==> src/rtl/uart_tx_formatter.sv <==
// Formats a register read response ('r', raw address, 8 hex chars LSN first, optional CR LF)
// and hands it byte-by-byte to a UART transmitter using a dv/done handshake.
module uart_tx_formatter #(
  parameter int unsigned RESPKEY     = 114,
  parameter bit          APPEND_CRLF = 1'b1
) (
  input  logic        i_clk,
  input  logic        i_rst_n,
  input  logic        i_start,
  input  logic [7:0]  i_raddr,
  input  logic [31:0] i_rdata,
  input  logic        i_tx_done,
  output logic [7:0]  o_tx_byte,
  output logic        o_tx_dv,
  output logic        o_busy,
  output logic        o_done
);

  localparam logic [3:0] LAST_IDX = APPEND_CRLF ? 4'd11 : 4'd9;

  typedef enum logic [1:0] {
    IDLE = 2'd0,
    SEND = 2'd1,
    WAIT = 2'd2
  } state_t;

  state_t      state_q;
  logic [3:0]  idx_q;
  logic [3:0]  idx_d;
  logic [7:0]  addr_q;
  logic [31:0] data_q;
  logic [7:0]  tx_byte_q;
  logic        tx_dv_q;
  logic        done_q;

  // Lowercase only: the command interpreter decodes nothing else.
  function automatic logic [7:0] hex_char(input logic [3:0] nib);
    return (nib < 4'd10) ? (8'h30 + {4'h0, nib}) : (8'h57 + {4'h0, nib});
  endfunction

  function automatic logic [7:0] frame_byte(input logic [3:0]  idx,
                                            input logic [7:0]  addr,
                                            input logic [31:0] data);
    logic [7:0] b;
    b = 8'h00;
    case (idx)
      4'd0:    b = RESPKEY[7:0];
      4'd1:    b = addr;
      4'd2, 4'd3, 4'd4, 4'd5,
      4'd6, 4'd7, 4'd8, 4'd9:
               b = hex_char(data[{idx - 4'd2, 2'b00} +: 4]);
      4'd10:   b = 8'h0D;
      4'd11:   b = 8'h0A;
      default: b = 8'h00;
    endcase
    return b;
  endfunction

  assign idx_d = idx_q + 4'd1;

  // The byte and its strobe are loaded on the transition into SEND, so
  // o_tx_dv is high exactly during the single SEND cycle.
  always_ff @(posedge i_clk or negedge i_rst_n) begin
    if (!i_rst_n) begin
      state_q   <= IDLE;
      idx_q     <= 4'd0;
      addr_q    <= 8'h00;
      data_q    <= 32'h0;
      tx_byte_q <= 8'h00;
      tx_dv_q   <= 1'b0;
      done_q    <= 1'b0;
    end else begin
      tx_dv_q <= 1'b0;
      done_q  <= 1'b0;
      case (state_q)
        IDLE: begin
          if (i_start) begin
            addr_q    <= i_raddr;
            data_q    <= i_rdata;
            idx_q     <= 4'd0;
            tx_byte_q <= frame_byte(4'd0, i_raddr, i_rdata);
            tx_dv_q   <= 1'b1;
            state_q   <= SEND;
          end
        end
        SEND: state_q <= WAIT;
        WAIT: begin
          if (i_tx_done) begin
            if (idx_q == LAST_IDX) begin
              done_q  <= 1'b1;
              state_q <= IDLE;
            end else begin
              idx_q     <= idx_d;
              tx_byte_q <= frame_byte(idx_d, addr_q, data_q);
              tx_dv_q   <= 1'b1;
              state_q   <= SEND;
            end
          end
        end
        default: state_q <= IDLE;
      endcase
    end
  end

  assign o_tx_byte = tx_byte_q;
  assign o_tx_dv   = tx_dv_q;
  assign o_done    = done_q;
  assign o_busy    = (state_q != IDLE);

endmodule

==> config.mk <==
export PLATFORM = sky130hd
export DESIGN_NAME = uart_tx_formatter
export DESIGN_NICKNAME = d
export VERILOG_FILES = /design/src/rtl/uart_tx_formatter.sv
export SDC_FILE = /design/constraint.sdc
export NUM_CORES = 1
export LEC_CHECK = 0
export CAP_MARGIN = 20
export CORE_MARGIN = 8
export CORE_UTILIZATION = 52
export CTS_CLUSTER_DIAMETER = 50
export DETAILED_ROUTE_END_ITERATION = 8
export PLACE_DENSITY = 0.78
export SLEW_MARGIN = 10
export SYNTH_ARGS = -nofsm -noshare
export SYNTH_HDL_FRONTEND = slang
export SYNTH_SLANG_ARGS = --single-unit
==> constraint.sdc <==
create_clock -name i_clk -period 2.7 [get_ports i_clk]
set_input_delay 0.405 -clock i_clk [delete_from_list [all_inputs] [get_ports i_clk]]
set_output_delay 0.405 -clock i_clk [all_outputs]
set_load 0.005 [all_outputs]
==> results by group, run 1 <==
Power and ir drop
  • Peak VDD IR: 0.449 mV
  • Lkg Pwr: 1.69 nW
  • Power Total: 3.55 mW
  • P per Cell Area: 987 nW/um^2

Logic synthesis
  • EDFF count, synth: 0
  • Yosys top cell by area: dfrtp_1
  • Seq cells post-synth: 56
  • Seq/Total Area, Yosys: 48.5%
  • Mapped Cells: ~310
  • Synth Cell Area: 2890 sq um
  • Main synth FF type: dfrtp_1
  • Synth Area per Inst: 9.20 sq um
  • Area contributors post-synth: dfrtp_1 49%, nand2_1 17%, mux4_2 3.9%, mux2i_1 2.4%, ha_1 2.2%
  • Area share of the largest cell type after synthesis: approximately 49%
  • Synth Net Count: 363
  • Post-synthesis async set-or-reset flop share: 100%
  • Post-synthesis cell type count: 45
  • Synth warn: 0

Placement
  • Pre-CTS WS: 0.200 ns
  • Port Buffers: 54
  • Post-detail-place hpwl: 4.98 mm
  • Final GP Congestion: approximately 0.88
  • Inst Count DP: 431
  • Placed Area: 3500 sq um

Drt
  • WL/cell: 15.0 um
  • Routed Antenna Nets: 0
  • First DRT Iteration DRCs: around 190
  • DRC: 0
  • Routed vias: 2333
  • Final wirelength: about 6.6 mm
  • Drt pass-1 iters: 4
  • Vias per std cell: 5.31

GRT
  • First-pass GRT wire length: 11.6 mm
  • Gr ovfl total: 0
  • Global-route usage over all layers: 17.1%
  • Initial antenna violation count: 0
  • Largest net degree at the start of global routing: between 40 and 50
  • Vias in the first global route: 2478

Clocking
  • TritonCTS Buffers: 5
  • # Post-CTS Setup Buffers: 0
  • Gates resized, CTS repair: 0
  • Deepest clock path buffer count: 2
  • Hold buffer count at cts: 0
  • Clock Latency Late Sink: roughly 0.3 ns
  • Clock transition at the registers of the reported paths: around 0.10 ns
  • # clock sinks: 56
  • H-tree levels: 2
  • CTS root buf: clkbuf_8
  • CTS tree: yes

STA
  • Worst-margin pin slew: ~0.8 ns
  • Final Hold Slack: 0.123 ns
  • Rel. slew slack: 46.3%
  • Clock Skew: 0.00432 ns
  • Fin crit share: just over 90%
  • Slew Limit Fails: 0
  • Final setup vio count: 0
  • Post-layout min period: 2.51 ns
  • Post-route setup slack: 0.192 ns
  • Setup TNS Final: 0 ns
  • RSZ-0062 raised after global routing: false
  • Fmax: 399 MHz
  • Final Hold Vio Count: 0

Layout
  • Final Util: 66.1%
  • Area delta synth->final: 24.5%
  • N_diodes: 0
  • Non-filler cells, final: 439
  • Fill cells: 466
  • Post-route design area: 3600 sq um
  • Layout cells sized above 1: 9.26%
  • Fin nets: 415

Critical path
  • CP Data Arrival Time: 2.72 ns
  • WS Path Type: reg2reg
  • Crit path max fanout: 8
  • Worst EP required: 2.91 ns
  • Crit path launch type: flop
  • Critical Path End Type: flop

Hold path
  • HP Class: in2async

Die
  • # IOs: 55
  • Die Area: 8200 sq um
  • Die X: 90.5 um
  • Core footprint: 5440 sq um
  • Chip Height: about 90 um
  • Row count: 27
  • Initial cell density of the core: 53.1%

Job
  • Max-capacitance violation count: 0

Outcome
  • Outcome: complete, no violations
## synthesized netlist by cell type (2+ instances only)
master	count
nand4_1	4
and2_1	2
inv_1	5
o22a_1	2
inv_2	2
nand3_1	10
nand2b_1	2
nand3b_1	3
a31oi_1	3
nor2_1	12
dfrtp_1	56
mux4_2	5
mux2i_1	7
ha_1	5
buf_4	3
a21oi_1	11
xnor2_4	2
clkbuf_1	12
nand2_1	131
a21oi_2	2
a211o_1	2
o21ai_0	10
## area by class of cell
type / count / area [sq um] / area share, %
Multi-Input combinational cell: 234 / 1380 / 38.3
Clock inverter: 1 / 7.51 / 0.209
Inverter: 7 / 26.3 / 0.730
Tap cell: 72 / 90.1 / 2.50
Timing Repair Buffer: 62 / 608 / 16.9
Clock buffer: 7 / 86.3 / 2.40
Sequential cell: 56 / 1400 / 39.0
## report_power, final
group,switching (mW),internal (mW)
sequential,0.244,1.21
clock,0.265,0.209
combinational,0.886,0.740
total,1.39,2.16
## kinds of logic (layout without fill, tap and decap cells)
family                     after synthesis  after routing  share of synthesized area (%)
buffers and inverters                   24             77                           3.81
xor gates and xnor gates                 5              5                           3.94
and+or+nand+nor                        169            169                           24.3
AOI/OAI and AO/OA                       41             41                           9.75
muxes                                   14             14                           7.49
DFF                                     56             56                           48.5
adders and majority gates                5              5                           2.17
## worst paths after layout
kind | startpoint | cells past startpoint | slack [ns] | endpoint
min in group i_clk | data_q[19] | 2 | 0.48 | data_q[19]
worst min register to register | data_q[19] | 2 | 0.48 | data_q[19]
worst max register to register | idx_q[0] | 7 | 0.19 | o_tx_byte[0]
worst min-delay path | i_rst_n | 1 | 0.12 | state_q[0]
worst max-delay path | idx_q[0] | 7 | 0.19 | o_tx_byte[0]
max in group asynchronous | i_rst_n | 2 | 2.01 | data_q[21]
## worst max-delay path, stage by stage, from the launching register on
cell and delay (ns):
dfrtp_1 0.53, ha_1 0.43, xor2_4 0.27, mux4_2 0.37, mux2i_4 0.24, o211ai_4 0.12, and2_4 0.18, o311ai_2 0.27
## state kept, by name, summed over array words and instances, names as in the netlist
signal,count
idx_q,4
data_q,32
o_done,1
o_tx_dv,1
o_tx_byte,8
state_q,2
addr_q,8
## cells in the final DEF (no fill, tap or decap), drive strengths merged, types with 4 or more instances in the layout
cell,count
nand4,4
nand3,11
clkdlybuf4s50,53
mux4,5
mux2i,8
a21oi,13
clkbuf,7
nor2,12
nand2,131
inv,7
o21ai,11
buf,9
ha,5
dfrtp,56
## layer usage
layer / share of wire, % / wire, um / GRT usage [%] / vias up
li1: - / - / - / 1144
met2: 50 / 3320 / 28.0 / 71
met3: 5.2 / 341 / 4.49 / 11
met4: 1.2 / 80 / 4.85 / 0
met5: 0 / 0 / 0 / -
met1: 43 / 2860 / 21.5 / 1107
Note: power is estimated with default switching activity, not from simulation.
==> inputs of run 2 (changes only) <==
--- a/config.mk
+++ b/config.mk
@@ -10,7 +10,9 @@
 export CORE_UTILIZATION = 52
 export CTS_CLUSTER_DIAMETER = 50
 export DETAILED_ROUTE_END_ITERATION = 8
+export HOLD_SLACK_MARGIN = 0.03
 export PLACE_DENSITY = 0.78
+export REMOVE_ABC_BUFFERS = 1
 export SLEW_MARGIN = 10
 export SYNTH_ARGS = -nofsm -noshare
 export SYNTH_HDL_FRONTEND = slang
==> results by group, run 2 (same netlist as run 1, synthesis figures left out) <==
GRT
  • Initial antenna violation count: 0 (unchanged)
  • Met3 GRT Util: 4.74% (was 4.49%)
  • Met1 usage: 21.1% (was 21.5%)
  • Global routing usage on met2: 25.3% (was 28.0%)
  • First-pass GRT wire length: 11.2 mm (was 11.6 mm)
  • Global-route usage over all layers: 16.2% (was 17.1%)
  • Gr ovfl total: 0 (unchanged)
  • Vias in the first global route: 2362 (was 2478)
  • Largest net degree at the start of global routing: 44 (was 42)
  • Grt peak-use layer: met2 (unchanged)

Power and ir drop
  • Clock power frac: 15.6% (was 13.4%)
  • Lkg Pwr: 1.69 nW (about the same)
  • Reg power frac: 39.8% (was 40.9%)
  • Power Total: 3.60 mW (was 3.55 mW)
  • P per Cell Area: 996 nW/um^2 (was 987 nW/um^2)
  • Sw frac: 38.3% (was 39.3%)
  • Peak VDD IR: 0.467 mV (was 0.449 mV)
  • Internal Pwr Total: 2.22 mW (was 2.16 mW)
  • Switching power: 1.38 mW (was 1.39 mW)
  • Logic pwr share: 44.6% (was 45.8%)

Clocking
  • # Post-CTS Setup Buffers: 0 (unchanged)
  • Clock transition at the registers of the reported paths: 0.10 ns (about the same)
  • Gates resized, CTS repair: 0 (unchanged)
  • H-tree levels: 2 (unchanged)
  • CTS tree: yes (unchanged)
  • Deepest clock path buffer count: 2 (unchanged)
  • Clock Latency Late Sink: 0.32 ns (was 0.30 ns)
  • CTS root buf: clkbuf_8 (unchanged)
  • # clock sinks: 56 (unchanged)
  • Hold buffer count at cts: 0 (unchanged)
  • TritonCTS Buffers: 5 (unchanged)

Drt
  • First DRT Iteration DRCs: 148 (was 188)
  • WL/cell: 14.2 um (was 15.0 um)
  • Vias per std cell: 5.22 (was 5.31)
  • Drt pass-1 iters: 4 (unchanged)
  • Routed Antenna Nets: 0 (unchanged)
  • Routed vias: 2288 (was 2333)
  • Final wirelength: 6.24 mm (was 6.60 mm)
  • DRC: 0 (unchanged)

Critical path
  • WS Path Type: reg2reg (unchanged)
  • Worst reg2reg path startpoint: idx_q[1] (was idx_q[0])
  • Crit path launch type: flop (unchanged)
  • Reg-to-reg setup timing slack: 0.23 ns (was 0.19 ns)
  • Reg2Reg Capture Point: o_tx_byte[0] (unchanged)
  • CP Data Arrival Time: 2.69 ns (was 2.72 ns)
  • CP startpoint: idx_q[1] (was idx_q[0])
  • Worst EP required: 2.92 ns (was 2.91 ns)
  • Critical Path End Type: flop (unchanged)
  • Crit path max fanout: 9 (was 8)
  • Worst R2R Path Depth: 8 (was 7)

Layout
  • Fin nets: 414 (was 415)
  • Commonest cells after routing, fill and taps aside: 131 x nand2_1, 56 x dfrtp_1, 53 x clkdlybuf4s50_1 (unchanged)
  • Most common cell after layout, fill and taps aside: nand2_1 (unchanged)
  • Non-filler cells, final: 438 (was 439)
  • Layout cells sized above 1: 9.29% (was 9.26%)
  • Post-route design area: 3610 sq um (was 3600 sq um)
  • Max reg flops: 32 (unchanged)
  • Area delta synth->final: 25.0% (was 24.5%)
  • N_diodes: 0 (unchanged)
  • Top reg by flops: data_q (unchanged)

STA
  • Final setup vio count: 0 (unchanged)
  • Worst-margin pin slew: 0.644 ns (was 0.803 ns)
  • Fin crit share: 91.4% (was 92.9%)
  • Clock Skew: 0.0107 ns (was 0.00432 ns)
  • Post-layout min period: 2.47 ns (was 2.51 ns)
  • RSZ-0062 raised after global routing: false (unchanged)
  • Final Hold Vio Count: 0 (unchanged)
  • Fmax: 405 MHz (was 399 MHz)
  • Slew Limit Fails: 0 (unchanged)
  • Rel. slew slack: 57.0% (was 46.3%)

Die
  • Row count: 27 (unchanged)
  • Core footprint: 5440 sq um (unchanged)
  • Die Area: 8200 sq um (unchanged)
  • # IOs: 55 (unchanged)
  • Chip Height: 90.5 um (unchanged)
  • Die X: 90.5 um (unchanged)
  • Initial cell density of the core: 53.1% (unchanged)

Outcome
  • Outcome: complete, no violations (unchanged)

Placement
  • Inst Count DP: 430 (was 431)
  • Final GP Congestion: 0.907 (was 0.885)
  • Port Buffers: 54 (unchanged)
  • Placed Area: 3500 sq um (about the same)
  • Post-detail-place hpwl: 4.75 mm (was 4.98 mm)

Hold path
  • HP Class: in2async (unchanged)

Job
  • Max-capacitance violation count: 0 (unchanged)
[run 2: layer usage]
metal / routed length, um / share of wire (%) / vias up
met5: 0 / 0 / -
met4: 62 / 0.99 / 0
met3: 390 / 6.3 / 8
met2: 2920 / 47 / 67
met1: 2870 / 46 / 1074
li1: - / - / 1139
[run 2: layout make-up]
class | instances | area, sq um
Inverter | 7 | 26.3
Clock buffer | 5 | 68.8
Timing Repair Buffer | 61 | 601
Clock inverter | 3 | 47.5
Sequential cell | 56 | 1400
Multi-Input combinational cell | 234 | 1380
Tap cell | 72 | 90.1
Fill cell | 461 | 1830
[run 2: power by group through the flow]
stage	Clock, mW	Sequential (mW)	Combinational (mW)
6_report	0.561	1.43	1.61
2_1_floorplan	0	1.41	1.08
3_5_place_dp	0	1.45	1.62
4_1_cts	0.571	1.44	1.62
5_1_grt	0.613	1.48	1.82
3_3_place_gp	0	1.43	1.57
[run 2: worst max path at each step]
stage               slack (ns)  cells after the start            to
floorplan                -0.03                      7  o_tx_byte[0]
global placement          0.35                      8  o_tx_byte[0]
detailed placement        0.23                      8  o_tx_byte[0]
CTS                       0.21                      8  o_tx_byte[0]
global route              0.05                      8  o_tx_byte[0]
finish                    0.23                      8  o_tx_byte[0]
[run 2: worst max-delay path, stage by stage (launching register included)]
cell      delay (ns)
dfrtp_1         0.50
ha_1            0.23
buf_4           0.18
xnor2_4         0.29
mux4_2          0.39
mux2i_4         0.23
o211ai_4        0.12
and2_4          0.18
o311ai_2        0.26
[run 2: per-stage QoR]
stage	setup slack [ns]	TNS [ns]	hold WS, ns	util, %
global placement	0.350	0	0.457	64.3
floorplan	-0.0327	-0.0327	0.109	-
CTS	0.214	0	0.129	66.4
detailed placement	0.231	0	0.461	64.3
finish	0.231	0	0.107	66.4
global route	0.0522	0	0.143	66.4
